`src/rtl/regfile_pkg.sv`:
```
// Shared constants and types for the register-file write-port controller.
package regfile_pkg;

    localparam int unsigned DATA_WIDTH = 32;
    localparam int unsigned NUM_REGS   = 16;
    localparam logic [3:0]  REG_PC     = 4'd15;

    typedef enum logic {
        GNT_A,
        GNT_B
    } grant_t;

endpackage

```
`src/rtl/regfile_write_ctrl_if.sv`:
```
// Valid/ready write-source bundle: ALU writeback (A) and memory-load writeback (B).
interface regfile_write_ctrl_if #(
    parameter int unsigned DATA_WIDTH = regfile_pkg::DATA_WIDTH
);

    logic                  A_VALID;
    logic                  A_READY;
    logic [3:0]            A_RD;
    logic [DATA_WIDTH-1:0] A_DATA;
    logic                  B_VALID;
    logic                  B_READY;
    logic [3:0]            B_RD;
    logic [DATA_WIDTH-1:0] B_DATA;

    modport master (
        output A_VALID, A_RD, A_DATA, B_VALID, B_RD, B_DATA,
        input  A_READY, B_READY
    );

    modport slave (
        input  A_VALID, A_RD, A_DATA, B_VALID, B_RD, B_DATA,
        output A_READY, B_READY
    );

endinterface

```
`src/rtl/rr_arbiter2.sv`:
```
// Two-way round-robin arbiter; the loser of the last transfer wins the next tie.
module rr_arbiter2 (
    input  logic       clk,
    input  logic       rst_n,
    input  logic [1:0] req,
    input  logic       hold,
    input  logic       accept,
    output logic [1:0] gnt
);
    import regfile_pkg::*;

    grant_t last_q;

    always_comb begin
        gnt = '0;
        if (rst_n && !hold) begin
            if (req == 2'b11) begin
                gnt = (last_q == GNT_B) ? 2'b01 : 2'b10;
            end else begin
                gnt = req;
            end
        end
    end

    always_ff @(posedge clk or negedge rst_n) begin
        if (!rst_n) begin
            last_q <= GNT_B;
        end else if (accept) begin
            last_q <= gnt[0] ? GNT_A : GNT_B;
        end
    end

endmodule

```
`src/rtl/regfile_write_ctrl.sv`:
```
// Arbitrates the single register-file write port between two sources, redirects
// PC writes to a PC-load strobe, and tracks per-register outstanding reservations.
module regfile_write_ctrl #(
    parameter int unsigned DATA_WIDTH = regfile_pkg::DATA_WIDTH,
    parameter int unsigned NUM_REGS   = regfile_pkg::NUM_REGS,
    parameter logic [3:0]  PC_INDEX   = regfile_pkg::REG_PC,
    parameter int unsigned CNT_WIDTH  = 2
) (
    input  logic                  CLK,
    input  logic                  RESET,
    input  logic                  HOLD,
    regfile_write_ctrl_if.slave   src,
    input  logic                  RSV_VALID,
    input  logic [3:0]            RSV_RD,
    output logic [DATA_WIDTH-1:0] PW,
    output logic [3:0]            RW,
    output logic                  LE,
    output logic                  PC_LOAD,
    output logic [DATA_WIDTH-1:0] PC_VALUE,
    output logic [NUM_REGS-1:0]   BUSY,
    output logic                  SB_OVF,
    output logic                  SB_UNF
);
    import regfile_pkg::*;

    logic [1:0]            gnt;
    logic                  xfer;
    logic                  is_pc;
    logic [3:0]            wr_rd;
    logic [DATA_WIDTH-1:0] wr_data;

    logic [DATA_WIDTH-1:0] pw_q;
    logic [3:0]            rw_q;
    logic                  le_q;
    logic                  pcl_q;
    logic [DATA_WIDTH-1:0] pcv_q;
    logic [CNT_WIDTH-1:0]  cnt_q [NUM_REGS];
    logic [CNT_WIDTH-1:0]  cnt_d [NUM_REGS];
    logic                  ovf_q, ovf_d;
    logic                  unf_q, unf_d;

    rr_arbiter2 u_arb (
        .clk    (CLK),
        .rst_n  (RESET),
        .req    ({src.B_VALID, src.A_VALID}),
        .hold   (HOLD),
        .accept (xfer),
        .gnt    (gnt)
    );

    assign src.A_READY = gnt[0];
    assign src.B_READY = gnt[1];

    always_comb begin
        xfer    = |gnt;
        wr_rd   = gnt[1] ? src.B_RD   : src.A_RD;
        wr_data = gnt[1] ? src.B_DATA : src.A_DATA;
        is_pc   = (wr_rd == PC_INDEX);
    end

    // Reserve and commit hitting the same register cancel, so neither flag can fire there.
    always_comb begin
        cnt_d = cnt_q;
        ovf_d = ovf_q;
        unf_d = unf_q;
        for (int unsigned i = 0; i < NUM_REGS; i++) begin
            if (RSV_VALID && (RSV_RD == 4'(i)) && !(xfer && (wr_rd == 4'(i)))) begin
                if (&cnt_q[i]) begin
                    ovf_d = 1'b1;
                end else begin
                    cnt_d[i] = cnt_q[i] + CNT_WIDTH'(1);
                end
            end else if (xfer && (wr_rd == 4'(i)) && !(RSV_VALID && (RSV_RD == 4'(i)))) begin
                if (cnt_q[i] == '0) begin
                    unf_d = 1'b1;
                end else begin
                    cnt_d[i] = cnt_q[i] - CNT_WIDTH'(1);
                end
            end
        end
    end

    always_ff @(posedge CLK or negedge RESET) begin
        if (!RESET) begin
            pw_q  <= '0;
            rw_q  <= '0;
            le_q  <= 1'b0;
            pcl_q <= 1'b0;
            pcv_q <= '0;
            cnt_q <= '{default: '0};
            ovf_q <= 1'b0;
            unf_q <= 1'b0;
        end else begin
            le_q  <= xfer && !is_pc;
            pcl_q <= xfer && is_pc;
            if (xfer && !is_pc) begin
                rw_q <= wr_rd;
                pw_q <= wr_data;
            end
            if (xfer && is_pc) begin
                pcv_q <= wr_data;
            end
            cnt_q <= cnt_d;
            ovf_q <= ovf_d;
            unf_q <= unf_d;
        end
    end

    always_comb begin
        BUSY = '0;
        for (int unsigned i = 0; i < NUM_REGS; i++) begin
            BUSY[i] = |cnt_q[i];
        end
    end

    assign PW       = pw_q;
    assign RW       = rw_q;
    assign LE       = le_q;
    assign PC_LOAD  = pcl_q;
    assign PC_VALUE = pcv_q;
    assign SB_OVF   = ovf_q;
    assign SB_UNF   = unf_q;

endmodule

```
`src/flat_wrapper.sv`:
```
// flat-port wrapper written by rule: the top's interface ports become plain ports
module regfile_write_ctrl_flat import regfile_pkg::*;
#(
    parameter int unsigned DATA_WIDTH = regfile_pkg::DATA_WIDTH,
    parameter int unsigned NUM_REGS   = regfile_pkg::NUM_REGS,
    parameter logic [3:0]  PC_INDEX   = regfile_pkg::REG_PC,
    parameter int unsigned CNT_WIDTH  = 2
)
  (CLK, RESET, HOLD, RSV_VALID, RSV_RD, PW, RW, LE, PC_LOAD, PC_VALUE, BUSY, SB_OVF, SB_UNF, src_A_VALID, src_A_RD, src_A_DATA, src_B_VALID, src_B_RD, src_B_DATA, src_A_READY, src_B_READY);
  regfile_write_ctrl_if #(.DATA_WIDTH(DATA_WIDTH)) src_i ();
  input  logic CLK;
  input  logic RESET;
  input  logic HOLD;
  input  logic RSV_VALID;
  input  logic [3:0] RSV_RD;
  output logic [DATA_WIDTH-1:0] PW;
  output logic [3:0] RW;
  output logic LE;
  output logic PC_LOAD;
  output logic [DATA_WIDTH-1:0] PC_VALUE;
  output logic [NUM_REGS-1:0] BUSY;
  output logic SB_OVF;
  output logic SB_UNF;
  input wire logic [$bits(src_i.A_VALID)-1:0] src_A_VALID;
  input wire logic [$bits(src_i.A_RD)-1:0] src_A_RD;
  input wire logic [$bits(src_i.A_DATA)-1:0] src_A_DATA;
  input wire logic [$bits(src_i.B_VALID)-1:0] src_B_VALID;
  input wire logic [$bits(src_i.B_RD)-1:0] src_B_RD;
  input wire logic [$bits(src_i.B_DATA)-1:0] src_B_DATA;
  output wire logic [$bits(src_i.A_READY)-1:0] src_A_READY;
  output wire logic [$bits(src_i.B_READY)-1:0] src_B_READY;
  assign src_i.A_VALID = src_A_VALID;
  assign src_i.A_RD = src_A_RD;
  assign src_i.A_DATA = src_A_DATA;
  assign src_i.B_VALID = src_B_VALID;
  assign src_i.B_RD = src_B_RD;
  assign src_i.B_DATA = src_B_DATA;
  assign src_A_READY = src_i.A_READY;
  assign src_B_READY = src_i.B_READY;
  regfile_write_ctrl #(.DATA_WIDTH(DATA_WIDTH), .NUM_REGS(NUM_REGS), .PC_INDEX(PC_INDEX), .CNT_WIDTH(CNT_WIDTH)) u_core (.CLK(CLK), .RESET(RESET), .HOLD(HOLD), .src(src_i), .RSV_VALID(RSV_VALID), .RSV_RD(RSV_RD), .PW(PW), .RW(RW), .LE(LE), .PC_LOAD(PC_LOAD), .PC_VALUE(PC_VALUE), .BUSY(BUSY), .SB_OVF(SB_OVF), .SB_UNF(SB_UNF));
endmodule
```
`config.mk`:
```
export PLATFORM = sky130hd
export DESIGN_NAME = regfile_write_ctrl_flat
export DESIGN_NICKNAME = d
export VERILOG_FILES = /design/src/rtl/regfile_pkg.sv /design/src/rtl/regfile_write_ctrl_if.sv /design/src/rtl/rr_arbiter2.sv /design/src/rtl/regfile_write_ctrl.sv /design/src/flat_wrapper.sv
export SDC_FILE = /design/constraint.sdc
export NUM_CORES = 1
export LEC_CHECK = 0
export CELL_PAD_IN_SITES_DETAIL_PLACEMENT = 1
export CELL_PAD_IN_SITES_GLOBAL_PLACEMENT = 1
export CORE_MARGIN = 2
export CORE_UTILIZATION = 39
export CTS_BUF_LIST = sky130_fd_sc_hd__clkbuf_2
export DETAILED_ROUTE_END_ITERATION = 10
export PLACE_DENSITY = 0.95
export SLEW_MARGIN = 10
export SYNTH_ARGS = -nofsm -noshare
export SYNTH_HDL_FRONTEND = slang
export SYNTH_SLANG_ARGS = --single-unit
```
`constraint.sdc`:
```
create_clock -name CLK -period 5.7 [get_ports CLK]
set_input_delay 1.14 -clock CLK [delete_from_list [all_inputs] [get_ports CLK]]
set_output_delay 1.14 -clock CLK [all_outputs]
set_load 0.005 [all_outputs]
```
# After elaboration in Yosys (flattened, before gate mapping)

Cells that the tools add are included.

Register bits: 105
Output and inout bits: 90
Logic and storage cells: 452
Input bits: 82

Muxes and demuxes: 150
Add/sub/neg operators: 32
Reductions and logical operators: 183
Equal/unequal tests: 63

Operator list:

| cell                | count |
|---|---|
| $mux 2              | 67 |
| $mux 1              | 81 |
| $logic_and 1x1->1   | 66 |
| $eq 4x4->1 const B  | 16 |
| $reduce_and 3->1    | 16 |
| $logic_not 1->1     | 34 |
| $reduce_or 2->1     | 17 |
| $add 2x1->2 const B | 16 |
| $eq 4x3->1 const B  | 8 |
| $logic_not 2->1     | 16 |
| $mux 32             | 1 |
| $ne 2x1->1 const B  | 16 |
| $ne 2x2->1 const B  | 16 |
| $reduce_and 2->1    | 16 |
| $reduce_bool 2->1   | 16 |
| $sub 2x1->2 const B | 16 |
| $eq 4x2->1 const B  | 4 |
| $eq 4x1->1 const B  | 2 |
| $logic_not 4->1     | 2 |
| $mux 4              | 1 |
| $eq 2x2->1 const B  | 1 |

# Longest topological paths before layout

Depth after elaboration: 54
Mapped depth: 9

# Hierarchy

From an unflattened synthesis, not the netlist that was laid out.

Cells, all modules: 613
Area, all modules: 5,941.9 µm²

By module, submodules not included:

| module             | area each (µm²) | instances | sequential area each (µm²) | cells an instance |
|---|---|---|---|---|
| regfile_write_ctrl | 5,856.9         | 1         | 2,602.5                    | 605 |
| rr_arbiter2        | 85.1            | 1         | 26.3                       | 8 |

# Least setup slack after synthesis

Ideal clock, no wire load.

Path type: input port to flip-flop
Start: input port src_A_VALID
End: register u_core.unf_q (netlist: u_core.SB_UNF)
Path slack: 2.604 ns
Required time: 5.561 ns
Library setup time: 0.139 ns
Stages: 7
Data arrival time: 2.958 ns
Cells stage by stage: buf_6 > nor2_1 > nor4bb_4 > a32o_2 > a32o_1 > or4_1 > or4_1

Word-level cells in the longest chain between the ends: 54

Ends and longest elaborated chain:

| element                                              | line                                               | text |
|---|---|---|
| start: declaration                                   | flat_wrapper.sv:24                                 | `input wire logic [$bits(src_i.A_VALID)-1:0] src_A_VALID;` |
| $eq 2x2->1                                           | rr_arbiter2.sv:17                                  | `if (req == 2'b11) begin` |
| $mux 2 (*)                                           | rr_arbiter2.sv:17                                  |  |
| $mux 2 (*)                                           | rr_arbiter2.sv:16                                  | `if (rst_n && !hold) begin` |
| $mux 4                                               | regfile_write_ctrl.sv:56                           | `wr_rd = gnt[1] ? src.B_RD : src.A_RD;` |
| $logic_not 4->1                                      | regfile_write_ctrl.sv:67, regfile_write_ctrl.sv:73 |  |
| $logic_and 1x1->1                                    | regfile_write_ctrl.sv:67, regfile_write_ctrl.sv:73 |  |
| $logic_and 1x1->1 or $logic_not 1->1 (tied branches) | regfile_write_ctrl.sv:73, regfile_write_ctrl.sv:67 |  |
| $mux 1 or $logic_and 1x1->1 (tied branches)          | regfile_write_ctrl.sv:73, regfile_write_ctrl.sv:67 |  |
| [39 not listed]                                      | --                                                 |  |
| $mux 1                                               | regfile_write_ctrl.sv:67                           | `if (RSV_VALID && (RSV_RD == 4'(i)) && !(xfer && (wr_rd == 4'(i)))) begin` |
| $mux 1                                               | regfile_write_ctrl.sv:74                           | `if (cnt_q[i] == '0) begin` |
| $mux 1                                               | regfile_write_ctrl.sv:73                           | `end else if (xfer && (wr_rd == 4'(i)) && !(RSV_VALID && (RSV_RD == 4'(i)))) begin` |
| $mux 1                                               | regfile_write_ctrl.sv:67                           |  |
| $mux 1                                               | regfile_write_ctrl.sv:74                           |  |
| $mux 1                                               | regfile_write_ctrl.sv:73                           |  |
| $mux 1 (*)                                           | regfile_write_ctrl.sv:67                           |  |
| net u_core.unf_d                                     | regfile_write_ctrl.sv:40                           | `logic unf_q, unf_d;` |
| end signal: assignment                               | regfile_write_ctrl.sv:105                          | `unf_q <= unf_d;` |
| end: declaration                                     | regfile_write_ctrl.sv:40                           |  |

The timed path passes the listed nets; every way through them passes the cells marked *.
A chain may end at the register's enable or synchronous reset.

# Final worst setup path

Start: input port src_B_VALID
End: output port src_B_READY

Word-level cells in the longest chain between the ends: 3

Ends and longest elaborated chain:

| element            | line               | text |
|---|---|---|
| start: declaration | flat_wrapper.sv:27 | `input wire logic [$bits(src_i.B_VALID)-1:0] src_B_VALID;` |
| $eq 2x2->1         | rr_arbiter2.sv:17  |  |
| $mux 2 (*)         | rr_arbiter2.sv:17  |  |
| $mux 2 (*)         | rr_arbiter2.sv:16  |  |
| end: declaration   | flat_wrapper.sv:31 | `output wire logic [$bits(src_i.B_READY)-1:0] src_B_READY;` |

Mark *: on every way between the ends. The rest lies on a longest branch, timed or not.

==> metrics.txt <==
final setup violation count 0; Setup CP Type in -> out; Vias 5599; HPWL after DPL 15.4 mm; fraction of layout cells with a size suffix above 1 6.35%; Fin Clk Skew 0.0351 ns; Crit path top cell by count clkdlybuf4s50_1; Post-DP Area 7570 µm²; syn nets 730; number of max-cap violations 0; final core utilization 53.0%; post-CTS setup buffers 0; number of global-route vias before repair 6045; fin crit share 75.7%; Clk pwr share 16.7%; Die Y 125 µm; CP Cell Sequence clkdlybuf4s50_1 -> and3b_1 -> nand2_2 -> inv_2 -> clkdlybuf4s50_1; Initial Utilization 39.6%; crit path time final 4.32 ns; crit path buf inv count 3; outcome complete, no violations; post-route setup slack 1.38 ns; average cell area after synthesis 8.86 µm²; synthesized area 5740 µm²; antenna cell count 0; ys async rst share 100%; H-tree depth 3; R2R Setup Slk 2.46 ns; Layout Nets 880; Area growth, synth to finish 33.7%; commonest non-fill, non-tap cell in the layout clkdlybuf4s50_1; I/O pins 172; hold buffer count at CTS 0; net switching power 0.736 mW; sw frac 34.6%; R2R Path End u_core.SB_OVF$_DFF_PN0_; post-synthesis cell type count 64; critical path capture point type output pin; RSZ-0062 raised after global routing false; grt ovf 0; vias per inst 5.67; Root Buffer clkbuf_2; Slew @ Worst Pin 0.869 ns; CTS buffer count 9; 1st-iter DRT viols 233; Leak 3.34 nW; PD cells 277 nW/µm²; crit path from src_B_VALID; yosys warns 0; Mapped Cells 648; gpl congestion 0.877; Clock Latency Late Sink 0.67 ns; fillers 1685; sequential power share 48.8%; Req. time, crit path 4.56 ns; Comb pwr share 34.6%; PortBufs 171; final hold vios 0; area of the core 14500 µm²; Crit Path Max Fanout 13; internal power 1.39 mW; final hold slack 0.412 ns; commonest cells after routing, fill and taps aside clkdlybuf4s50_1, dfrtp_1, nand2_1, nor2_1, a21oi_1; Die Span X 125 µm; delay-heaviest family, CP buffers and inverters; Slowest cell on crit path clkdlybuf4s50_1; CP max stage delay 0.75 ns; cell area after layout 7670 µm²; DRC viols 0; CTS tree done; Synth Register Bits 105; Slew HR 42.1%; Setup crit start kind input pin; Arrival @ worst endpoint 3.18 ns; antenna violations before repair 0; Fmax 232 MHz; global-route wire length before repair 31.9 mm; post-cts resize count 0; die area 15700 µm²; reg2reg path depth 7; row cnt 44; post-synthesis sequential area ratio 45.8%; Pre-antenna DRT Iters 4; pre-CTS setup slack 1.25 ns; VDD IR-drop max 0.224 mV; total negative slack 0 ns; routed len/inst 20.1 µm; max-slew violations 0; Post-synth EDFFs 0; Main synth FF type dfrtp_1; All-Layer GR Usage 25.7%; Reg clk slew, reported paths 0.32 ns; Hold Crit Class in -> async; pin count of the biggest net entering global routing 72; CTS sink count 105; maximum clock insertion buffer count 2; drt total wl 19.8 mm; DRT antenna net count 0; RR Startpoint u_core.u_arb.last_q$_DFFE_PN1P_
==> worst reg2reg max path, stage by stage (launching register included) <==
cell and delay [ns]:
dfstp_2 0.71, nand2_1 0.35, a211o_1 0.46, o21ai_4 0.15, buf_4 0.59, or3_1 0.23
o2111ai_1 0.14, or4_1 0.53
==> metal layers <==
| metal | GRT usage, % | share of wire, % | vias up | wire, µm |
|---|---|---|---|---|
| li1 | - | - | 2617 | - |
| met4 | 6.14 | 1.9 | 0 | 378 |
| met3 | 9.63 | 8.1 | 22 | 1600 |
| met5 | 0 | 0 | - | 0 |
| met1 | 29.0 | 39 | 2799 | 7780 |
| met2 | 46.1 | 51 | 161 | 10100 |
==> registers in the layout (all words and copies together), names as in the netlist <==
register / flops
u_core.PC_VALUE: 32
u_core.PW: 32
u_core.cnt_q: 32
u_core.RW: 4
u_core.LE: 1
u_core.PC_LOAD: 1
u_core.SB_OVF: 1
u_core.SB_UNF: 1
u_core.u_arb.last_q: 1
==> cells in the mapped netlist, drive strengths merged (3+ instances only) <==
master / count / area share [%]
nand2: 80 / 5.3
and2: 7 / 0.76
a31oi: 3 / 0.33
nor3: 15 / 1.3
a221o: 3 / 0.52
mux2i: 36 / 6.3
and4b: 3 / 0.52
buf: 17 / 1.6
nor4bb: 6 / 1.3
nand2b: 4 / 0.44
or4: 3 / 0.39
xnor2: 4 / 0.61
nor3b: 3 / 0.39
a21oi: 61 / 5.3
o211ai: 4 / 0.52
clkbuf: 20 / 1.3
a32oi: 3 / 0.46
nand3: 13 / 1.1
nor2: 73 / 4.8
nand4b: 4 / 0.61
o21a: 4 / 0.52
nand4: 14 / 1.5
and3: 5 / 0.63
nand3b: 5 / 0.65
dfrtp: 104 / 45
a2bb2oi: 4 / 0.61
o21ai: 56 / 4.9
nor2b: 9 / 0.98
inv: 21 / 1.4
nor4b: 4 / 0.61
a211oi: 3 / 0.39
or3: 4 / 0.44
a32o: 5 / 0.89
and3b: 4 / 0.61
o2111ai: 8 / 1.2
or2: 13 / 1.4
==> how the worst max path moves through the flow <==
| stage | endpoint | slack, ns | cells after the start |
|---|---|---|---|
| floorplan | u_core.SB_UNF$_DFF_PN0_ | 2.60 | 7 |
| global placement | u_core.SB_OVF$_DFF_PN0_ | 1.45 | 8 |
| detailed placement | u_core.SB_OVF$_DFF_PN0_ | 1.25 | 8 |
| CTS | src_B_READY | 1.41 | 5 |
| global route | src_B_READY | 1.31 | 5 |
| finish | src_B_READY | 1.38 | 5 |
==> power groups by stage <==
stage / Sequential [mW] / Combinational [mW] / Clock, mW
after global routing: 1.06 / 0.811 / 0.392
after floorplan: 1.02 / 0.274 / 0
after CTS: 1.04 / 0.746 / 0.365
after detailed placement: 1.05 / 0.743 / 0
after global placement: 1.03 / 0.713 / 0
final: 1.04 / 0.735 / 0.354
==> cells by family (layout without fill, tap and decap cells) <==
kind of cell	Yosys count	after routing	synth area share (%)
flip-flops	105	105	45.8
AO/OA/AOI/OAI	172	172	18.6
buffers and inverters	58	213	4.25
AND/OR/NAND/NOR	271	271	24.1
multiplexers	38	38	6.67
XOR/XNOR	4	4	0.610
==> metrics by stage <==
step           cells  power (mW)
2_1_floorplan    648        1.30
3_3_place_gp     971        1.75
3_5_place_dp     971        1.79
4_1_cts          987        2.15
5_1_grt          987        2.26
6_report         987        2.13
==> area by class of cell <==
| cell class | instances | area [µm²] | area share [%] |
|---|---|---|---|
| Multi-Input combinational cell | 485 | 2880 | 37.6 |
| Sequential cell | 105 | 2630 | 34.3 |
| Timing Repair Buffer | 176 | 1750 | 22.8 |
| Tap cell | 184 | 230 | 3.00 |
| Inverter | 21 | 78.8 | 1.03 |
| Clock inverter | 6 | 56.3 | 0.734 |
| Clock buffer | 10 | 50.0 | 0.652 |
(Power assumes the default switching activity.)
